### config.mk
export PLATFORM = sky130hd
export DESIGN_NAME = uart_frame_asm
export DESIGN_NICKNAME = d
export VERILOG_FILES = /design/src/rtl/uart_pkg.sv /design/src/rtl/uart_timeout_cnt.sv /design/src/rtl/uart_frame_asm.sv
export SDC_FILE = /design/constraint.sdc
export NUM_CORES = 1
export LEC_CHECK = 0
export ABC_CLOCK_PERIOD_IN_PS = 1900
export BUFFER_PORTS_ARGS = -buffer_cell sky130_fd_sc_hd__buf_2
export CAP_MARGIN = 20
export CORE_AREA = 5 5 103 105
export DETAILED_ROUTE_END_ITERATION = 10
export DIE_AREA = 0 0 108 110
export GPL_ROUTABILITY_DRIVEN = 0
export PLACE_DENSITY_LB_ADDON = 0.08
export SYNTH_ARGS = -nofsm -noshare
export SYNTH_HDL_FRONTEND = slang
export SYNTH_SLANG_ARGS = --single-unit
### constraint.sdc
create_clock -name CLK -period 1.9 [get_ports CLK]
set_input_delay 0.285 -clock CLK [delete_from_list [all_inputs] [get_ports CLK]]
set_output_delay 0.285 -clock CLK [all_outputs]
set_load 0.1 [all_outputs]
### src/rtl/uart_pkg.sv
// Shared definitions for the UART frame assembler: default widths, payload
// capacity and the parser state encoding.
package uart_pkg;

  localparam int UART_BYTE_SIZE      = 8;
  localparam int UART_FULL_DATA_SIZE = 40;

  // Frame word holds opt + len + payload bytes, so payload capacity is two bytes short.
  function automatic int frame_maxlen(input int full_w, input int byte_w);
    return (full_w / byte_w) - 2;
  endfunction

  localparam int UART_MAXLEN = frame_maxlen(UART_FULL_DATA_SIZE, UART_BYTE_SIZE);

  typedef enum logic [1:0] {
    ST_IDLE    = 2'd0,
    ST_LEN     = 2'd1,
    ST_PAYLOAD = 2'd2
  } uart_state_e;

endpackage

### src/rtl/uart_timeout_cnt.sv
// Inter-byte silence counter: counts enabled cycles and flags expiry on the
// CYCLES-th consecutive one; a clear restarts the count.
module uart_timeout_cnt #(
  parameter int CYCLES = 1024
) (
  input  logic clk,
  input  logic rst_n,
  input  logic enable,
  input  logic clear,
  output logic expired
);

  localparam int CW = (CYCLES < 2) ? 1 : $clog2(CYCLES + 1);
  localparam logic [CW-1:0] LAST = CW'(CYCLES - 1);

  logic [CW-1:0] cnt_q, cnt_d;

  assign expired = enable && !clear && (cnt_q == LAST);

  always_comb begin
    cnt_d = cnt_q;
    if (clear) begin
      cnt_d = '0;
    end else if (enable) begin
      cnt_d = expired ? '0 : cnt_q + 1'b1;
    end
  end

  always_ff @(posedge clk or negedge rst_n) begin
    if (!rst_n) begin
      cnt_q <= '0;
    end else begin
      cnt_q <= cnt_d;
    end
  end

endmodule

### src/rtl/uart_frame_asm.sv
// Assembles opt/len/payload byte streams into one frame word for uart_tx.
// Optional inter-byte timeout is enabled with macro UART_FRAME_TIMEOUT_EN.
module uart_frame_asm
  import uart_pkg::*;
#(
  parameter int FULL_DATA_SIZE = UART_FULL_DATA_SIZE,
  parameter int BYTE_SIZE      = UART_BYTE_SIZE,
  parameter int TIMEOUT_CYCLES = 1024
) (
  input  logic                      CLK,
  input  logic                      RST,
  input  logic [BYTE_SIZE-1:0]      in_byte,
  input  logic                      in_valid,
  output logic [FULL_DATA_SIZE-1:0] full_data,
  output logic                      out_valid,
  output logic                      err
);

  localparam int MAXLEN = frame_maxlen(FULL_DATA_SIZE, BYTE_SIZE);
  localparam int PAY_W  = FULL_DATA_SIZE - 2 * BYTE_SIZE;
  localparam int CNT_W  = (MAXLEN < 2) ? 1 : $clog2(MAXLEN + 1);
  localparam logic [BYTE_SIZE-1:0] MAXLEN_B = BYTE_SIZE'(MAXLEN);

  uart_state_e               state_q, state_d;
  logic [BYTE_SIZE-1:0]      opt_q, opt_d;
  logic [BYTE_SIZE-1:0]      len_q, len_d;
  logic [PAY_W-1:0]          payload_q, payload_d, payload_shifted;
  logic [CNT_W-1:0]          count_q, count_d;
  logic [FULL_DATA_SIZE-1:0] full_data_q, full_data_d;
  logic                      out_valid_q, out_valid_d;
  logic                      err_q, err_d;
  logic                      timeout_expired;

  // Newest byte always lands in the low byte; older bytes move up.
  generate
    if (PAY_W > BYTE_SIZE) begin : g_shift
      assign payload_shifted = {payload_q[PAY_W-BYTE_SIZE-1:0], in_byte};
    end else begin : g_single
      assign payload_shifted = in_byte;
    end
  endgenerate

`ifdef UART_FRAME_TIMEOUT_EN
  logic mid_frame;
  assign mid_frame = (state_q != ST_IDLE);

  uart_timeout_cnt #(
    .CYCLES (TIMEOUT_CYCLES)
  ) u_timeout (
    .clk     (CLK),
    .rst_n   (RST),
    .enable  (mid_frame && !in_valid),
    .clear   (!mid_frame || in_valid),
    .expired (timeout_expired)
  );
`else
  assign timeout_expired = 1'b0;
`endif

  always_comb begin
    state_d     = state_q;
    opt_d       = opt_q;
    len_d       = len_q;
    payload_d   = payload_q;
    count_d     = count_q;
    full_data_d = full_data_q;
    out_valid_d = 1'b0;
    err_d       = 1'b0;

    unique case (state_q)
      ST_IDLE: begin
        if (in_valid) begin
          opt_d   = in_byte;
          state_d = ST_LEN;
        end
      end

      ST_LEN: begin
        if (in_valid) begin
          len_d     = in_byte;
          payload_d = '0;
          if (in_byte == '0) begin
            full_data_d = {opt_q, in_byte, {PAY_W{1'b0}}};
            out_valid_d = 1'b1;
            state_d     = ST_IDLE;
          end else if (in_byte > MAXLEN_B) begin
            // Oversized frame: dropped without touching the last good frame word.
            err_d   = 1'b1;
            state_d = ST_IDLE;
          end else begin
            count_d = in_byte[CNT_W-1:0];
            state_d = ST_PAYLOAD;
          end
        end else if (timeout_expired) begin
          err_d   = 1'b1;
          state_d = ST_IDLE;
        end
      end

      ST_PAYLOAD: begin
        if (in_valid) begin
          payload_d = payload_shifted;
          count_d   = count_q - 1'b1;
          if (count_q == CNT_W'(1)) begin
            full_data_d = {opt_q, len_q, payload_shifted};
            out_valid_d = 1'b1;
            state_d     = ST_IDLE;
          end
        end else if (timeout_expired) begin
          err_d   = 1'b1;
          count_d = '0;
          state_d = ST_IDLE;
        end
      end

      default: begin
        state_d = ST_IDLE;
      end
    endcase
  end

  always_ff @(posedge CLK or negedge RST) begin
    if (!RST) begin
      state_q     <= ST_IDLE;
      opt_q       <= '0;
      len_q       <= '0;
      payload_q   <= '0;
      count_q     <= '0;
      full_data_q <= '0;
      out_valid_q <= 1'b0;
      err_q       <= 1'b0;
    end else begin
      state_q     <= state_d;
      opt_q       <= opt_d;
      len_q       <= len_d;
      payload_q   <= payload_d;
      count_q     <= count_d;
      full_data_q <= full_data_d;
      out_valid_q <= out_valid_d;
      err_q       <= err_d;
    end
  end

  assign full_data = full_data_q;
  assign out_valid = out_valid_q;
  assign err       = err_q;

endmodule

==> metrics.txt, run 1 <==
outcome=finished clean; CP startpoint kind=register; crit path from=state_q[0]; worst vdd rail ir drop=~0.00082 V; Clk Latency, worst-skew pair=approximately 0.34 ns; CP max-delay cell=dfrtp_1; Post-Syn Area=about 0.0032 sq mm; minimum clock period=1.804 ns; Max clock buf depth=2; FF-to-FF End=full_data[36]; Pre-Repair DR Iteration Count=4; CTS Buf Count=9; cell count after synthesis=between 200 and 300; Overflow after GRT=0; WL final=roughly 7.6 mm; number of synthesis warnings=0; Layout area overhead=23.16%; post-route clock period utilization=0.9493; clk sinks=between 70 and 80; CP peak stage delay=~0.4 ns; sequential share of the synthesized area=0.6042; # DRC=0; FF+latch count, synth=78; Worst R2R Path Depth=7; Root Buffer=clkbuf_8; Hold Path Depth=2; CP Cell Sequence=inv_1, ha_1, mux2_2, nand2_1, or2_4, buf_12, mux2_4; EDFF count, synth=0; Total Power=between 5 and 6 mW; Clock H-tree levels=3; maximum fanout along the worst path=5; HP Class=input pin to register; core area=between 0.009 and 0.01 sq mm; CTS tree=yes; height of the die=around 110 um; All-Layer GR Usage=0.1421; Hold Slack=between 0.2 and 0.3 ns; Worst-Margin Slew=between 0.4 and 0.5 ns; TNS Setup=0 ns; Rows=36; IO buf count=52; Final Max Tran Viols=0; Main synth FF type=dfrtp_1; met1 usage=0.2055; # IOs=53; Hold Crit Endpoint=opt_q[2]; wire per inst=~16 um; Worst R2R Start=state_q[0]; final non-filler cell total=488; Initial Util=0.3383; die area=0.01188 sq mm; slew margin rel.=0.6732; ys async rst share=1.000; Peak Freq=between 500 and 600 MHz; syn_nets=301; GR peak layer=met2; global-route wire length before repair=around 13 mm; Via Count=about 2300; final design utilization=0.4167; CP Data Required Time=2.12 ns; Leak=approximately 1.8 nW; CP arrival=2.03 ns; Clk pin slew, worst setup/hold paths=~0.08 ns; Setup violations, final=0; Hold Fails Final Rpt=0; met2 Track Usage GR=0.2114; DRT iter0 DRCs=94; share of cells above drive strength 1=0.3239; worst reg-to-reg setup slack=0.1 ns; DP Cell Count=about 470; Setup CP Type=register to register; post-DR vias/cell=4.709; antenna violations before repair=0; PD cells=1424 mW/mm^2; syn avg cell area=around 11 sq um; DRT antenna net count=0; endpoint type of the worst setup path=register; Synth cell types=24; vias in the first global route=2437; grt met3 use=0.02970; Clock Skew=~0.011 ns; Layout Nets=between 300 and 400; max cap viols=0; hold wc startpoint=in_byte[2]; ant diodes=0; largest net degree at the start of global routing=33; DPL Wire Length=5.155 mm; Die X=108 um
## metal layers
layer	part of all wire	vias to the layer above
met1	0.50	1123
met2	0.44	52
li1	-	1116
met4	0.011	0
met5	0	-
met3	0.050	7
## worst max-delay path, delay by kind of cell, from the launching register on
kind                     cells  cell delay, ns
multiplexers                 2            0.62
flip-flops                   1            0.40
AND/OR/NAND/NOR              2            0.28
buffers and inverters        2            0.22
adder cells (fa/ha/maj)      1            0.18
## state kept, by name, summed over array words and instances, names as in the netlist
| signal | cells |
|---|---|
| full_data | 40 |
| payload_q | 16 |
| len_q | 8 |
| opt_q | 8 |
| count_q | 2 |
| state_q | 2 |
| err | 1 |
| out_valid | 1 |
## Yosys cell counts (2+ instances only)
library cell | count | area (sq um)
o21ai_1 | 3 | 15.01
ha_1 | 4 | 50.05
dfrtp_1 | 78 | 1952
inv_1 | 3 | 11.26
mux2_4 | 8 | 120.1
buf_1 | 2 | 7.510
o21ai_0 | 80 | 400.4
nor2_1 | 5 | 18.77
mux2i_1 | 10 | 100.1
clkbuf_1 | 15 | 56.30
mux2_2 | 18 | 202.7
a21oi_1 | 2 | 10.01
nand2_1 | 47 | 176.4
## layout make-up
type	instances	area [sq um]
inverter	3	11.26
sequential	78	1952
tap	133	166.4
multi-input combinational	187	1196
timing repair buffer	71	461.7
clock inverter	5	60.06
clock buffer	11	131.4
fill	1009	5570
## kinds of logic after synthesis
family,Yosys count,synth area share
flip-flops,78,0.6042
adder cells (fa/ha/maj),4,0.01549
AO/OA/AOI/OAI,90,0.1452
multiplexers,36,0.1309
buffers and inverters,21,0.02672
AND/OR/NAND/NOR,57,0.07746
## how the worst max path moves through the flow
stage,cells after the start,to,slack (ns)
after floorplan,7,full_data[32],0.07
after global placement,7,full_data[24],0.10
after detailed placement,7,state_q[1],0.08
after CTS,7,full_data[15],0.07
after global routing,7,full_data[36],-0.002
final,7,full_data[36],0.1
## report_power, final
| part | switching (mW) | total (mW) | internal [mW] |
|---|---|---|---|
| sequential | 0.150 | 2.12 | 1.97 |
| clock | 0.609 | 1.22 | 0.611 |
| combinational | 1.79 | 2.32 | 0.528 |
| total | 2.55 | 5.67 | 3.11 |
## timing repair
item | CTS | global route
setup buffers | 0 | 5
gates resized for setup | 0 | 1
endpoints found under the setup margin | 0 | 29
hold endpoints to repair | 28 | 0
hold buffers | 1 | 0
## metrics by stage
step | instance area (sq um) | setup slack [ns]
finish | 3979 | 0.09631
global route | 3979 | -0.002350
CTS | 3913 | 0.06669
detailed placement | 3711 | 0.08349
global placement | 3711 | 0.1008
floorplan | 3231 | 0.07265
## placed cells by master (no fill, tap or decap)
cell | synthesis | routed
a21boi_2 | 1 | 1
a21o_1 | 1 | 1
a21oi_1 | 2 | 2
a22o_1 | 1 | 1
and3_1 | 1 | 1
buf_12 | 0 | 4
buf_2 | 0 | 51
buf_4 | 0 | 14
buf_6 | 1 | 1
bufinv_16 | 0 | 1
clkbuf_1 | 15 | 2
clkbuf_8 | 0 | 9
clkinv_2 | 0 | 1
clkinv_4 | 0 | 2
clkinvlp_4 | 0 | 1
dfrtp_1 | 78 | 78
dlygate4sd3_1 | 0 | 1
ha_1 | 4 | 4
inv_1 | 3 | 3
mux2_2 | 18 | 18
mux2_4 | 8 | 8
mux2i_1 | 10 | 10
nand2_1 | 47 | 47
nor2_1 | 5 | 5
nor2b_1 | 1 | 1
nor4_2 | 1 | 1
nor4_4 | 1 | 1
o211ai_1 | 1 | 1
o21ai_0 | 80 | 80
o21ai_1 | 3 | 2
o21ai_2 | 0 | 1
o2bb2ai_1 | 1 | 1
or2_4 | 1 | 1
Note: power is estimated with default switching activity, not from simulation.
==> run 2, diff against run 1 <==
--- a/config.mk
+++ b/config.mk
@@ -5,14 +5,16 @@
 export SDC_FILE = /design/constraint.sdc
 export NUM_CORES = 1
 export LEC_CHECK = 0
+export ABC_AREA = 1
 export ABC_CLOCK_PERIOD_IN_PS = 1900
 export BUFFER_PORTS_ARGS = -buffer_cell sky130_fd_sc_hd__buf_2
 export CAP_MARGIN = 20
-export CORE_AREA = 5 5 103 105
+export CORE_AREA = 5 5 106 108
 export DETAILED_ROUTE_END_ITERATION = 10
-export DIE_AREA = 0 0 108 110
+export DIE_AREA = 0 0 111 113
 export GPL_ROUTABILITY_DRIVEN = 0
-export PLACE_DENSITY_LB_ADDON = 0.08
+export PLACE_DENSITY = 0.64
 export SYNTH_ARGS = -nofsm -noshare
 export SYNTH_HDL_FRONTEND = slang
+export SYNTH_HIERARCHICAL = 1
 export SYNTH_SLANG_ARGS = --single-unit
==> run 2 against run 1 <==
Via count grew 17%. Clock skew fell by 0.0035 ns. Global-route usage is 0.71 points lower. Cell count grew 23%. Count of clock-buffer cells in the layout did not move. Wire length rose by 4.3%. Design area rose by 1.9%. First-iteration DRC count rose by 71%. Utilization down 1.7 points. Largest power group unchanged. Highest routed layer unchanged.
==> metrics.txt, run 2 <==
syn_nets=424 (+41%); WL final=7.937 mm (+4.3%); CP startpoint kind=register; ant diodes=0 (unchanged); Clk Latency, worst-skew pair=0.35 ns (about the same); largest family of logic cells by synthesized area=simple AND/OR/NAND/NOR gates; post-route clock period utilization=0.9049 (-0.04443); max reg flops=40 (unchanged); Worst-Margin Slew=0.4956 ns (+0.001954 ns); ys async rst share=1.000 (unchanged); Worst R2R Start=state_q[1]; IO buf count=52 (unchanged); max cap viols=0 (unchanged); Via Count=2694 (+17%); Clock H-tree levels=3 (unchanged); Synth cell types=20 (-17%); CP max-delay cell=dfrtp_1; hold wc startpoint=in_byte[5]; minimum clock period=1.719 ns (-0.08441 ns); Clock Skew=0.007557 ns (-0.003521 ns); worst reg-to-reg setup slack=0.18 ns (+0.08 ns); post-cts hold buffer count=1 (unchanged); Setup violations, final=0 (unchanged); Synth Area in Compound Gates=0.07192 (-0.07332); DRT antenna net count=0 (unchanged); Main synth FF type=dfrtp_1; CP arrival=1.95 ns (-0.08 ns); FF-to-FF End=full_data[38]; XOR/XNOR share of the synthesized area=0 (unchanged); HP Class=input pin to register; TNS Setup=0 ns (unchanged); number of synthesis warnings=6 (+6); Rows=37 (+2.8%); global-route wire length before repair=13.64 mm (+5.2%); DRT iter0 DRCs=161 (+71%); Root Buffer=clkbuf_8; Die X=111 um (+2.8%); area share of the leading cell type in the synthesized netlist=0.5638 (-0.04040); Clk pin slew, worst setup/hold paths=0.08 ns (about the same); endpoint type of the worst setup path=register; Peak Freq=581.6 MHz (+4.9%); Hold Crit Endpoint=payload_q[5]; wire per inst=13.23 um (-15%); slew margin rel.=0.6719 (-0.001293); Commonest cells post-synth=nand2_1 (164), dfrtp_1 (78), nand3_1 (45); worst vdd rail ir drop=0.0008568 V (+4.2%); antenna violations before repair=0 (unchanged); All-Layer GR Usage=0.1350 (-0.007078); Hold Fails Final Rpt=0 (unchanged); DP Cell Count=584 (+25%); height of the die=113 um (+2.7%); cell accounting for the most synthesized area=dfrtp_1; vias in the first global route=2777 (+14%); FF+latch count, synth=78 (unchanged); sequential share of the synthesized area=0.5638 (-0.04040); CP Data Required Time=2.13 ns (about the same); Hold Path Depth=3 (+1); Max clock buf depth=2 (unchanged); # IOs=53 (unchanged); Initial Util=0.3415 (+0.003166); PD cells=1467 mW/mm^2 (+3.0%); most frequent cell after synthesis=nand2_1; Post-CTS Resized=0 (unchanged); Worst Slack Setup Final=0.1807 ns (+0.08441 ns); die area=0.01254 sq mm (+5.6%); core area=0.01014 sq mm (+6.2%); Overflow after GRT=0 (unchanged); maximum fanout along the worst path=40 (+35); post-DR vias/cell=4.490 (-4.7%); pre-CTS WS=0.1858 ns (+0.1023 ns); largest net degree at the start of global routing=46 (+39%); cell count after synthesis=409 (+43%); Pre-Repair DR Iteration Count=4 (unchanged); RSZ-0062 raised after global routing=no; adder-cell share of the synthesized area=0.01446 (-0.001036); Setup CP Type=register to register; Worst R2R Path Depth=7 (unchanged); Layout area overhead=17.06%; post-synthesis simple-gate area fraction=0.2631 (+0.1856); fillers=1050 (+4.1%); Leak=2.348 nW (+27%); Final Max Tran Viols=0 (unchanged); # DRC=0 (unchanged); CP peak stage delay=0.39 ns (about the same); post-synthesis mux area share=0 (-0.1309); CTS Buf Count=9 (unchanged); postcts setup bufs=0 (unchanged); Layout Nets=475 (+30%); final non-filler cell total=600 (+23%); syn avg cell area=8.465 sq um (-25%); DPL Wire Length=5.700 mm (+11%); most common library cell in the layout ignoring fill and taps=nand2_1; top cells by area, synth=dfrtp_1 (56%), nand2_1 (18%), nand3_1 (6.5%); share of cells above drive strength 1=0.1789 (-0.1451); CTS tree=yes; EDFF count, synth=0 (unchanged); outcome=finished clean; footprint of the multi-input gates=0.001210 sq mm (+1.2%); clk sinks=78 (unchanged); Storage cell area=0.001952 sq mm (unchanged); Post-Syn Area=0.003462 sq mm (+7.2%); CP Cell Sequence=inv_1, ha_1, nor2_4, nor2_4, nand2_4, nand2_1, nand2_1; commonest cells after routing, fill and taps aside=nand2_1 (164), dfrtp_1 (78), buf_2 (51)
## run 2: metal layers
layer / track usage / part of all wire / vias up
li1: - / - / 1370
met5: 0 / 0 / -
met4: 0.05665 / 0.014 / 0
met2: 0.2148 / 0.46 / 51
met1: 0.1793 / 0.49 / 1262
met3: 0.02941 / 0.039 / 11
## run 2: how the worst max path moves through the flow
stage / end / slack, ns / depth (start not counted) / from
floorplan: full_data[0] / 0.46 / 10 / state_q[0]
CTS: full_data[38] / 0.16 / 7 / state_q[1]
global route: full_data[36] / 0.0003 / 7 / state_q[1]
global placement: full_data[5] / 0.22 / 7 / state_q[1]
detailed placement: full_data[38] / 0.19 / 7 / state_q[1]
finish: full_data[38] / 0.18 / 7 / state_q[1]
## run 2: report_power, final
part / internal, mW / switching (mW) / total [mW]
combinational: 0.510 / 2.03 / 2.54
sequential: 2.01 / 0.180 / 2.19
clock: 0.632 / 0.584 / 1.22
total: 3.15 / 2.79 / 5.94
## run 2: critical path, delay by kind of cell (launching register included)
kind          cells  cell delay, ns
fa+ha+maj         1            0.37
flops             1            0.39
simple gates      5            0.74
buf+inv           1            0.10
## run 2: layout make-up
| class | instances | share of cell area |
|---|---|---|
| multi-input combinational | 268 | 0.2985 |
| sequential | 78 | 0.4816 |
| tap | 136 | 0.04199 |
| clock buffer | 11 | 0.03489 |
| clock inverter | 4 | 0.01173 |
| inverter | 41 | 0.03797 |
| timing repair buffer | 62 | 0.09324 |
## run 2: per-stage QoR
step           utilization  cell area [sq um]  hold WS [ns]  power [mW]
5_1_grt             0.3997               4053        0.2615       6.307
2_1_floorplan            -               3462      -0.01059       4.287
3_3_place_gp        0.3801               3854        0.2660       4.729
6_report            0.3997               4053        0.2641       5.944
4_1_cts             0.3997               4053        0.2460       6.012
3_5_place_dp        0.3801               3854        0.2712       4.776
## run 2: cell families after synthesis
group / after synthesis
AND/OR/NAND/NOR: 219
AO/OA/AOI/OAI: 45
adder cells (fa/ha/maj): 4
buffers and inverters: 63
flip-flops: 78
==> run 3, diff against run 2 <==
--- a/config.mk
+++ b/config.mk
@@ -5,13 +5,12 @@
 export SDC_FILE = /design/constraint.sdc
 export NUM_CORES = 1
 export LEC_CHECK = 0
-export ABC_AREA = 1
 export ABC_CLOCK_PERIOD_IN_PS = 1900
 export BUFFER_PORTS_ARGS = -buffer_cell sky130_fd_sc_hd__buf_2
 export CAP_MARGIN = 20
-export CORE_AREA = 5 5 106 108
+export CORE_AREA = 5 5 103 105
 export DETAILED_ROUTE_END_ITERATION = 10
-export DIE_AREA = 0 0 111 113
+export DIE_AREA = 0 0 108 110
 export GPL_ROUTABILITY_DRIVEN = 0
 export PLACE_DENSITY = 0.64
 export SYNTH_ARGS = -nofsm -noshare
==> run 3 against run 2 <==
Sequential share of layout area grew 1.4 points. Critical endpoint is now full_data[36]. Die area shrank 5.3%. Highest routed layer unchanged. Cell count shrank 20%. Worst setup slack lost 0.077 ns.
==> metrics.txt, run 3 <==
outcome=finished clean; met1 usage=0.1845 (+0.005283); post-DR vias/cell=4.778 (+6.4%); fillers=944 (-10%); largest net degree at the start of global routing=37 (-20%); RSZ-0062 raised after global routing=no; Overflow after GRT=0 (unchanged); max cap viols=0 (unchanged); Via Count=2298 (-15%); wire per inst=15.26 um (+15%); syn avg cell area=11.30 sq um (+33%); Storage cell area=0.001952 sq mm (unchanged); core area=0.009549 sq mm (-5.8%); clock power share=0.235 (+0.030); Worst-Margin Slew=0.5005 ns (+0.004947 ns); Layout Nets=359 (-24%); TNS Setup=0 ns (unchanged); CTS Buf Count=9 (unchanged); clk sinks=78 (unchanged); Gate power share=0.395 (-0.032); DRT iter0 DRCs=112 (-30%); worst vdd rail ir drop=0.001280 V (+49%); area share of the leading cell type in the synthesized netlist=0.6042 (+0.04040); grt met3 use=0.03786 (+0.008445); Clock Skew=0.006179 ns (-0.001378 ns); Worst R2R Start=state_q[0]; WL final=7.339 mm (-7.5%); Clk Latency, worst-skew pair=0.34 ns (about the same); CP arrival=2.02 ns (+0.07 ns); max reg flops=40 (unchanged); height of the die=110 um (-2.7%); # DRC=0 (unchanged); FF-to-FF End=full_data[36]; sequential cell fraction of total power=0.370 (about the same); CP startpoint kind=register; Main synth FF type=dfrtp_1; syn_nets=301 (-29%); All-Layer GR Usage=0.1325 (-0.002536); CTS tree=yes; Hold Crit Endpoint=payload_q[7]; minimum clock period=1.796 ns (+0.07681 ns); Sw Share=0.4401 (-0.02971); Setup CP Type=register to register; # IOs=53 (unchanged); hold wc startpoint=in_byte[7]; postcts setup bufs=0 (unchanged); Peak Freq=556.8 MHz (-4.3%); global-route wire length before repair=12.22 mm (-10%); top cells by area, synth=dfrtp_1 (60%), o21ai_0 (12%), mux2_2 (6.3%); vias in the first global route=2308 (-17%); Synth cell types=24 (+20%); post-place instance area=0.003704 sq mm (-3.9%); maximum fanout along the worst path=14 (-65%); final instance area=0.003940 sq mm (-2.8%); footprint of the multi-input gates=0.001199 sq mm (-0.93%); endpoint type of the worst setup path=register; number of synthesis warnings=6 (unchanged); ant diodes=0 (unchanged); Root Buffer=clkbuf_8; Hold Slack=0.2816 ns (+0.01752 ns); slew margin rel.=0.6686 (-0.003276); DRT antenna net count=0 (unchanged); PD cells=1473 mW/mm^2 (+0.44%); Rows=36 (-2.7%); Max clock buf depth=2 (unchanged); Post-Syn Area=0.003231 sq mm (-6.7%); Commonest cells post-synth=o21ai_0 (80), dfrtp_1 (78), nand2_1 (47); met2 Track Usage GR=0.2038 (-0.01099); crit path from=state_q[0]; Hold Path Depth=3 (unchanged); ys async rst share=1.000 (unchanged); Die X=108 um (-2.7%); HP Class=input pin to register; Pint=3.250 mW (+3.1%); Layout area overhead=21.96%; sequential share of the synthesized area=0.6042 (+0.04040); Worst R2R Path Depth=6 (-1); Final Max Tran Viols=0 (unchanged); FF+latch count, synth=78 (unchanged); Switch Pwr=2.554 mW (-8.5%); Clk pin slew, worst setup/hold paths=0.08 ns (about the same); commonest cells after routing, fill and taps aside=o21ai_0 (80), dfrtp_1 (78), buf_2 (51); most common library cell in the layout ignoring fill and taps=o21ai_0; die area=0.01188 sq mm (-5.3%); most frequent cell after synthesis=o21ai_0; antenna violations before repair=0 (unchanged); EDFF count, synth=0 (unchanged); cell accounting for the most synthesized area=dfrtp_1; DPL Wire Length=5.139 mm (-9.9%); worst reg-to-reg setup slack=0.10 ns (-0.08 ns); Leak=1.828 nW (-22%); Initial Util=0.3383 (-0.003166); GR peak layer=met2; Pre-Repair DR Iteration Count=5 (+1); Clock H-tree levels=3 (unchanged); Setup violations, final=0 (unchanged); IO buf count=52 (unchanged); post-route clock period utilization=0.9453 (+0.04043); cell count after synthesis=286 (-30%); CP Data Required Time=2.13 ns (about the same); share of cells above drive strength 1=0.3190 (+0.1401); Hold Fails Final Rpt=0 (unchanged)
-- run 3: worst max path at each step --
| stage | end | slack [ns] | cells past startpoint |
|---|---|---|---|
| global route | full_data[2] | 0.008 | 7 |
| CTS | full_data[36] | 0.09 | 6 |
| global placement | full_data[39] | 0.15 | 6 |
| floorplan | full_data[32] | 0.07 | 7 |
| finish | full_data[36] | 0.10 | 6 |
| detailed placement | full_data[23] | 0.1 | 7 |
-- run 3: cells by family after synthesis --
logic type,Yosys count,share of synthesized area
compound gates,90,0.1452
flops,78,0.6042
simple gates,57,0.07746
mux,36,0.1309
buf+inv,21,0.02672
fa+ha+maj,4,0.01549
-- run 3: worst max-delay path, stage by stage (launching register included) --
cell and delay (ns):
dfrtp_1 0.41, inv_1 0.09, ha_1 0.17, mux2_2 0.33
nand2_1 0.08, or2_4 0.27, mux2_4 0.32
-- run 3: stage by stage --
stage	worst slack, ns	total power, mW	std cells	util
after detailed placement	0.09915	4.477	465	0.3878
final	0.1039	5.805	481	0.4126
after global placement	0.1527	4.441	465	0.3878
after CTS	0.09407	5.866	481	0.4120
after global routing	0.008346	6.068	481	0.4126
after floorplan	0.07265	4.000	286	-
-- run 3: routing by layer --
metal  vias up  routed length [um]
met3         6                 437
met2        67                3326
met5         -                   0
met4         0                  54
li1       1107                   -
met1      1118                3521
-- run 3: power groups by stage --
| stage | sequential [mW] | clock, mW | combinational (mW) |
|---|---|---|---|
| final | 2.15 | 1.37 | 2.29 |
| after detailed placement | 2.17 | 0 | 2.30 |
| after CTS | 2.15 | 1.41 | 2.31 |
| after global placement | 2.17 | 0 | 2.28 |
| after floorplan | 3.44 | 0 | 0.565 |
| after global routing | 2.20 | 1.47 | 2.41 |
-- run 3: area by class of cell --
class | count | area share
clock buffer | 10 | 0.03493
tap | 133 | 0.04224
sequential | 78 | 0.4954
multi-input combinational | 187 | 0.3042
clock inverter | 5 | 0.02096
timing repair buffer | 65 | 0.09940
inverter | 3 | 0.002858
-- run 3: what timing repair did --
action	in CTS	in global routing
endpoints found under the hold margin	34	0
endpoints found under the setup margin	0	6
hold buffers	1	0
resized for setup	0	2
